`config.mk`:
```
export PLATFORM = sky130hd
export DESIGN_NAME = serial_comp_ctrl
export DESIGN_NICKNAME = d
export VERILOG_FILES = /design/src/rtl/serial_comp_pkg.sv /design/src/rtl/bit_comp_cell.sv /design/src/rtl/serial_comp_ctrl.sv
export SDC_FILE = /design/constraint.sdc
export NUM_CORES = 1
export LEC_CHECK = 0
export ABC_AREA = 1
export ABC_CLOCK_PERIOD_IN_PS = 1310
export CELL_PAD_IN_SITES_DETAIL_PLACEMENT = 0
export CELL_PAD_IN_SITES_GLOBAL_PLACEMENT = 1
export CORE_MARGIN = 4
export CORE_UTILIZATION = 30
export DETAILED_ROUTE_END_ITERATION = 8
export PLACE_DENSITY = 0.68
export SLEW_MARGIN = 0
export SYNTH_ARGS = -nofsm -noshare
export SYNTH_HDL_FRONTEND = slang
export SYNTH_SLANG_ARGS = --single-unit
export TNS_END_PERCENT = 10
```
`constraint.sdc`:
```
create_clock -name clk -period 1.31 [get_ports clk]
set_clock_uncertainty 0.15 [all_clocks]
set_input_delay 0.262 -clock clk [delete_from_list [all_inputs] [get_ports clk]]
set_output_delay 0.262 -clock clk [all_outputs]
set_load 0.05 [all_outputs]
```
`src/rtl/serial_comp_pkg.sv`:
```
// Shared definitions for the serial magnitude comparator: FSM state
// encoding, {lt,eq,gt} result codes and the bit-counter width helper.
package serial_comp_pkg;

    typedef enum logic [1:0] {
        IDLE  = 2'd0,
        SHIFT = 2'd1,
        DONE  = 2'd2
    } state_e;

    // Result codes packed as {lt, eq, gt}
    localparam logic [2:0] RES_NONE = 3'b000;
    localparam logic [2:0] RES_LT   = 3'b100;
    localparam logic [2:0] RES_EQ   = 3'b010;
    localparam logic [2:0] RES_GT   = 3'b001;

    // Counter width max(1, clog2(w)); a 1- or 2-bit operand still needs one bit
    function automatic int cnt_width(input int w);
        return (w > 2) ? $clog2(w) : 1;
    endfunction

endpackage

```
`src/rtl/bit_comp_cell.sv`:
```
// Single-bit magnitude compare cell: purely combinational, one-hot outputs.
module bit_comp_cell (
    input  logic a_i,
    input  logic b_i,
    output logic lt_o,
    output logic eq_o,
    output logic gt_o
);

    // One-hot relation between the two input bits
    always_comb begin
        lt_o = ~a_i &  b_i;
        gt_o =  a_i & ~b_i;
        eq_o = ~(a_i ^ b_i);
    end

endmodule

```
`src/rtl/serial_comp_ctrl.sv`:
```
// Serial MSB-first magnitude comparator built around one bit_comp_cell.
// Handshake: start accepted in IDLE or DONE, busy during SHIFT, done is a
// one-cycle pulse in DONE, lt/eq/gt are registered and held between dones.
// Build option SERIAL_COMP_EARLY_EXIT_EN: when defined, SHIFT ends on the
// first differing bit; otherwise every compare runs all WIDTH bits and the
// first difference is held in a sticky flag so the result is the same.
module serial_comp_ctrl
    import serial_comp_pkg::*;
#(
    parameter int WIDTH = 8
) (
    input  logic             clk,
    input  logic             rst,
    input  logic             start,
    input  logic [WIDTH-1:0] a_in,
    input  logic [WIDTH-1:0] b_in,
    output logic             busy,
    output logic             done,
    output logic             lt,
    output logic             eq,
    output logic             gt
);

    localparam int CW = cnt_width(WIDTH);

    state_e           state_q, state_d;
    logic [WIDTH-1:0] a_sr_q, a_sr_d;
    logic [WIDTH-1:0] b_sr_q, b_sr_d;
    logic [CW-1:0]    cnt_q, cnt_d;
    logic [2:0]       res_q, res_d;
`ifndef SERIAL_COMP_EARLY_EXIT_EN
    logic             seen_q, seen_d;   // a differing bit has already been found
    logic             sgt_q, sgt_d;     // that first difference had a=1, b=0
`endif

    logic cell_lt, cell_eq, cell_gt;

    bit_comp_cell u_cell (
        .a_i  (a_sr_q[WIDTH-1]),
        .b_i  (b_sr_q[WIDTH-1]),
        .lt_o (cell_lt),
        .eq_o (cell_eq),
        .gt_o (cell_gt)
    );

    // State, operand shift registers, counter and result registers
    always_ff @(posedge clk or posedge rst) begin
        if (rst) begin
            state_q <= IDLE;
            a_sr_q  <= '0;
            b_sr_q  <= '0;
            cnt_q   <= '0;
            res_q   <= RES_NONE;
`ifndef SERIAL_COMP_EARLY_EXIT_EN
            seen_q  <= 1'b0;
            sgt_q   <= 1'b0;
`endif
        end else begin
            state_q <= state_d;
            a_sr_q  <= a_sr_d;
            b_sr_q  <= b_sr_d;
            cnt_q   <= cnt_d;
            res_q   <= res_d;
`ifndef SERIAL_COMP_EARLY_EXIT_EN
            seen_q  <= seen_d;
            sgt_q   <= sgt_d;
`endif
        end
    end

    // Next-state logic: capture on accept, shift one bit per SHIFT cycle,
    // write the result only on the transition into DONE
    always_comb begin
        state_d = state_q;
        a_sr_d  = a_sr_q;
        b_sr_d  = b_sr_q;
        cnt_d   = cnt_q;
        res_d   = res_q;
`ifndef SERIAL_COMP_EARLY_EXIT_EN
        seen_d  = seen_q;
        sgt_d   = sgt_q;
`endif
        case (state_q)
            IDLE, DONE: begin
                if (start) begin
                    a_sr_d  = a_in;
                    b_sr_d  = b_in;
                    cnt_d   = CW'(WIDTH - 1);
`ifndef SERIAL_COMP_EARLY_EXIT_EN
                    seen_d  = 1'b0;
                    sgt_d   = 1'b0;
`endif
                    state_d = SHIFT;
                end else begin
                    state_d = IDLE;
                end
            end
            SHIFT: begin
                a_sr_d = a_sr_q << 1;
                b_sr_d = b_sr_q << 1;
                cnt_d  = cnt_q - CW'(1);
`ifdef SERIAL_COMP_EARLY_EXIT_EN
                if (!cell_eq) begin
                    res_d   = {cell_lt, 1'b0, cell_gt};
                    state_d = DONE;
                end else if (cnt_q == '0) begin
                    res_d   = RES_EQ;
                    state_d = DONE;
                end
`else
                if (!seen_q && !cell_eq) begin
                    seen_d = 1'b1;
                    sgt_d  = cell_gt;
                end
                if (cnt_q == '0) begin
                    state_d = DONE;
                    if (seen_q)
                        res_d = sgt_q ? RES_GT : RES_LT;
                    else if (!cell_eq)
                        res_d = {cell_lt, 1'b0, cell_gt};
                    else
                        res_d = RES_EQ;
                end
`endif
            end
            default: state_d = IDLE;
        endcase
    end

    // Status decoded straight from state; results straight from registers
    always_comb begin
        busy = (state_q == SHIFT);
        done = (state_q == DONE);
        lt   = res_q[2];
        eq   = res_q[1];
        gt   = res_q[0];
    end

endmodule

```
After elaboration in Yosys (flattened, before gate mapping)
Index checks and enable logic that the tools add are counted.
{ "word_totals": {"ff_bits": 26, "output_inout_bits": 5} }
{ "op_classes": {"add_sub_neg": 1, "eq_ne": 5, "n_mux": 17, "n_bitwise": 5, "n_reduce_logical": 9} }
{ "ops": {"columns": ["op", "n"], "rows": [
  ["8-bit case mux with 2 select lines", 2],
  ["8-bit two-way mux", 2],
  ["3-bit two-way mux", 4],
  ["3-bit case mux with 2 select lines", 1],
  ["1-bit two-way mux", 4],
  ["2-bit by 1-bit inequality test with 1-bit output, second input constant", 2],
  ["1-bit case mux with 2 select lines", 2],
  ["2-bit case mux with 2 select lines", 1],
  ["2-bit AND reduction", 2],
  ["3-bit zero test", 1],
  ["3-bit AND reduction", 1],
  ["3-bit by 1-bit subtractor with 3-bit output, second input constant", 1],
  ["1-bit bitwise AND", 2],
  ["2-bit by 1-bit equality test with 1-bit output, second input constant", 1],
  ["2-bit equality test, second input constant", 1],
  ["2-bit zero test", 1],
  ["2-bit two-way mux", 1],
  ["2-bit inequality test, second input constant", 1],
  ["1-bit NOT", 2],
  ["2-bit nonzero test", 1],
  ["2-bit OR reduction", 1],
  ["1-bit logical AND", 1],
  ["1-bit zero test", 1],
  ["1-bit XOR", 1]
]} }

Longest topological paths before layout
{ "logic_depth": {"word_depth": 4, "ltp_mapped": 8, "depth_no_buf": 7} }

Cells and area by module
From an unflattened synthesis, not the netlist that was laid out.
{ "hier_totals": {"hier_cells": 198, "hier_area_um2": 1446.4} }
{ "by_module_without_submodules": {"columns": ["module", "instances", "cells_each", "area_each_um2", "seq_area_each_um2"], "rows": [
  ["serial_comp_ctrl", 1, 194, 1413.9, 650.6],
  ["bit_comp_cell", 1, 4, 32.5, 0.0]
]} }

Worst setup path after synthesis
Ideal clock, no wire load.
{ "synth_timing": {"path_type": "reg-to-output", "from": "register state_q[0]", "to": "output done", "arrival_time_ns": 1.315, "slack_ns": -0.417, "path_stages_with_launch": 4, "n_path_buf": 2, "cell_sequence": "dfrtp_1 -> buf_6 -> buf_2 -> nor2_1"} }
{ "synth_via": {"elab_chain_len": 1} }
{ "synth_rtl": {"columns": ["item", "line", "source"], "rows": [
  ["from (decl)", "serial_comp_ctrl.sv:26", "state_e state_q, state_d;"],
  ["from (signal assigned)", "serial_comp_ctrl.sv:59", "state_q <= state_d;"],
  ["2-bit equality test", "serial_comp_ctrl.sv:133", "done = (state_q == DONE);"],
  ["to (decl)", "serial_comp_ctrl.sv:18", "output logic done,"]
]} }
No other way between the ends.

Worst setup path in the final report
Same ends and word-level chain as after synthesis.

==> impl_metrics.yaml <==
status:
  run_status: "finished with violations"
  failed_checks: "negative setup slack"
global_route:
  grt_pass1_vias: 1277
  grt-ovfl-total: 0
  groute.usage.overall_pct: 11.5
  grt_first_pass_wirelength_mm: 5.60
  pin_count_of_the_biggest_net_entering_global_routing: 27
  grt_antenna_before_repair: 0
floorplanning:
  floorplan.rows: 24
  fp.dieArea_mm2: 0.00589
  floorplan.io_pins: 24
  die_x_um: 76.7
  fp.coreArea_mm2: 0.00447
  die_y_um: 76.7
  starting_density_of_the_core_pct: 31.7
clocking:
  holdBufCountCts: 0
  clk_pin_slew_worst_paths_ns: 0.09
  cts_max_level: 1
  cts_sinks: 26
  cts_root_buf: "sky130_fd_sc_hd__clkbuf_8"
  clock_latency_ns: 0.27
  tritoncts: "yes"
  clk_path_buf_depth: 2
  total_cts_buffers: 3
synth:
  main_combinational_cell_family_by_area_after_synthesis: "simple AND/OR/NAND/NOR gates"
  synth_area_per_cell_um2: 7.35
  synth-simple-area-share_pct: 32.7
  yosysUniqueCellTypes: 13
  synthXorXnorAreaFrac_pct: 0
  synth_mux_area_share_pct: 0
  adder_and_majority_gate_portion_of_the_synthesized_area_pct: 4.41
  synth_compound_gate_area_share_pct: 2.47
  synth_sequential_area_ratio_pct: 45.9
  ys_warn_count: 0
  post_synth_instance_area_mm2: 0.00142
  number_of_synthesized_register_bits: 26
  syn_nets: 217
  gate_count_of_the_mapped_netlist: 193
sta:
  report.final.setup_viol: 20
  fin_hold_ws_ns: 0.163
  postLayoutSetupSlackWorst_ns: -0.158
  max_freq_ghz: 0.681
  max-slew-margin-rel_pct: 89.0
  slew_viol_final: 0
  worst-slew-pin-transition_ns: 0.163
  finalHoldViolCount: 0
  unrepaired_setup_endpoints_after_global_routing: "true"
  layout_worst_path_cycle_share_pct: 112
  fin_setup_tns_ns: -1.04
  final_period_minus_worst_setup_slack_ns: 1.47
routing:
  initial_detailed_routing_violation_count: 39
  detail_route.first_pass.iterations: 4
  drt-total-wl_mm: 3.22
  post_drt_wl_per_cell_um: 11.1
  final_antenna_net_count: 0
  avgViaCountPerCell: 4.29
  vias: 1241
  post-route-drc-count: 0
layout:
  design.final.nets: 262
  flow.area_growth_from_synthesis_pct: 45.2
  insertedDiodeCount: 0
  design_area_mm2: 0.00206
  final_layout_size_suffix_gt1_share_pct: 21.9
worst_setup_path:
  cp_max_fo: 3
  crit_start: "state_q[0]$_DFFE_PP0P_"
  register_to_register_setup_slack_ns: -0.06
  timing.setup.critical_path_class: "reg2out"
  reg2reg_to: "cnt_q[1]$_DFFE_PP0P_"
  worst-endpoint-required_ns: 0.90
  crit-reg2reg-launch: "state_q[0]$_DFFE_PP0P_"
  timing.critical_path.to_type: "output pin"
  critical_path.startpoint_type: "register"
  r2r_cells: 7
  worst_ep_arrival_ns: 1.06
placed_design:
  gp_congestion: 0.717
  portBuffers: 23
  placed_cell_area_mm2: 0.00188
  detailedPlacementHpwl_mm: 2.36
  preCtsSetupSlack_ns: -0.167
power_and_ir_drop:
  power.ir.vdd_worst_v: 0.000894
  power.total_uw: 4970
  p_leak_uw: 0.00113
  power_density_mw_per_mm2: 2420
job:
  drv_cap: 0
hold_path:
  holdCritPathClass: "in2async"
area by class of cell:
cell class              instances  area (um2)
inverters                      43         166
multi-input cells             118         633
repair buffers                 46         488
flip-flops and latches         26         651
clock buffers                   4        55.1
well taps                      52        65.1
fillers                       451        2420
layout by cell type, fill, tap and decap left out, drive strengths merged:
master	count
clkbuf	4
o21ai	7
inv	43
nor2	9
clkdlybuf4s50	18
ha	5
nand2	65
buf	28
dfrtp	26
nand3	32
repair_timing:
item | CTS | global route
buffers inserted | 5 | 0
resized for setup | 14 | 8
endpoints found under the setup margin | 14 | 27
hold endpoints to repair | 0 | 0
pin swaps | 2 | 1
cell families after synthesis:
| kind of cell | count (synthesis) |
|---|---|
| simple gates | 106 |
| buf+inv | 49 |
| flops | 26 |
| fa+ha+maj | 5 |
| compound gates | 7 |
synthesized netlist by cell type:
cell | number | area share (%)
sky130_fd_sc_hd__ha_1 | 5 | 4.4
sky130_fd_sc_hd__nand2_4 | 3 | 2.4
sky130_fd_sc_hd__buf_2 | 3 | 1.1
sky130_fd_sc_hd__buf_4 | 1 | 0.53
sky130_fd_sc_hd__inv_1 | 40 | 11
sky130_fd_sc_hd__buf_6 | 2 | 1.6
sky130_fd_sc_hd__nand2_1 | 62 | 16
sky130_fd_sc_hd__inv_2 | 3 | 0.79
sky130_fd_sc_hd__dfrtp_1 | 26 | 46
sky130_fd_sc_hd__nand3_1 | 32 | 11
sky130_fd_sc_hd__o21ai_0 | 7 | 2.5
sky130_fd_sc_hd__nor2_2 | 1 | 0.44
sky130_fd_sc_hd__nor2_1 | 8 | 2.1
registers in the layout, summed over array words and instances, names as in the netlist:
| name | cells |
|---|---|
| seen_q | 1 |
| b_sr_q | 8 |
| a_sr_q | 8 |
| res_q | 3 |
| sgt_q | 1 |
| state_q | 2 |
| cnt_q | 3 |
layer usage:
layer / wire length [um] / track usage, %
met3: 109 / 2.22
met5: 0 / 0
met2: 1470 / 18.7
met4: 12 / 1.63
met1: 1630 / 16.0
stage by stage:
step	util (%)	std cells
floorplan	-	193
global placement	42.1	280
detailed placement	42.1	280
CTS	45.1	289
global route	46.0	289
finish	46.0	289
critical path, stage by stage, from the launching register on:
cell and delay (ns):
sky130_fd_sc_hd__dfrtp_1 0.41, sky130_fd_sc_hd__buf_6 0.14, sky130_fd_sc_hd__nor2_4 0.10, sky130_fd_sc_hd__buf_12 0.14
how the worst max path moves through the flow:
| stage | endpoint | slack (ns) | depth (start not counted) |
|---|---|---|---|
| detailed placement | b_sr_q[4]$_DFFE_PP0P_ | -0.17 | 6 |
| floorplan | res_q[0]$_DFFE_PP0P_ | -0.01 | 6 |
| finish | done | -0.16 | 3 |
| global route | busy | -0.20 | 4 |
| global placement | a_sr_q[2]$_DFFE_PP0P_ | -0.15 | 6 |
| CTS | busy | -0.17 | 4 |
report_power, final:
part	switching, uW	leakage [uW]	internal, uW
combinational	1650	0.000784	1390
sequential	221	0.000317	1190
clock	255	0.0000288	268
total	2120	0.00113	2850
Power figures use the tool's default switching activity.
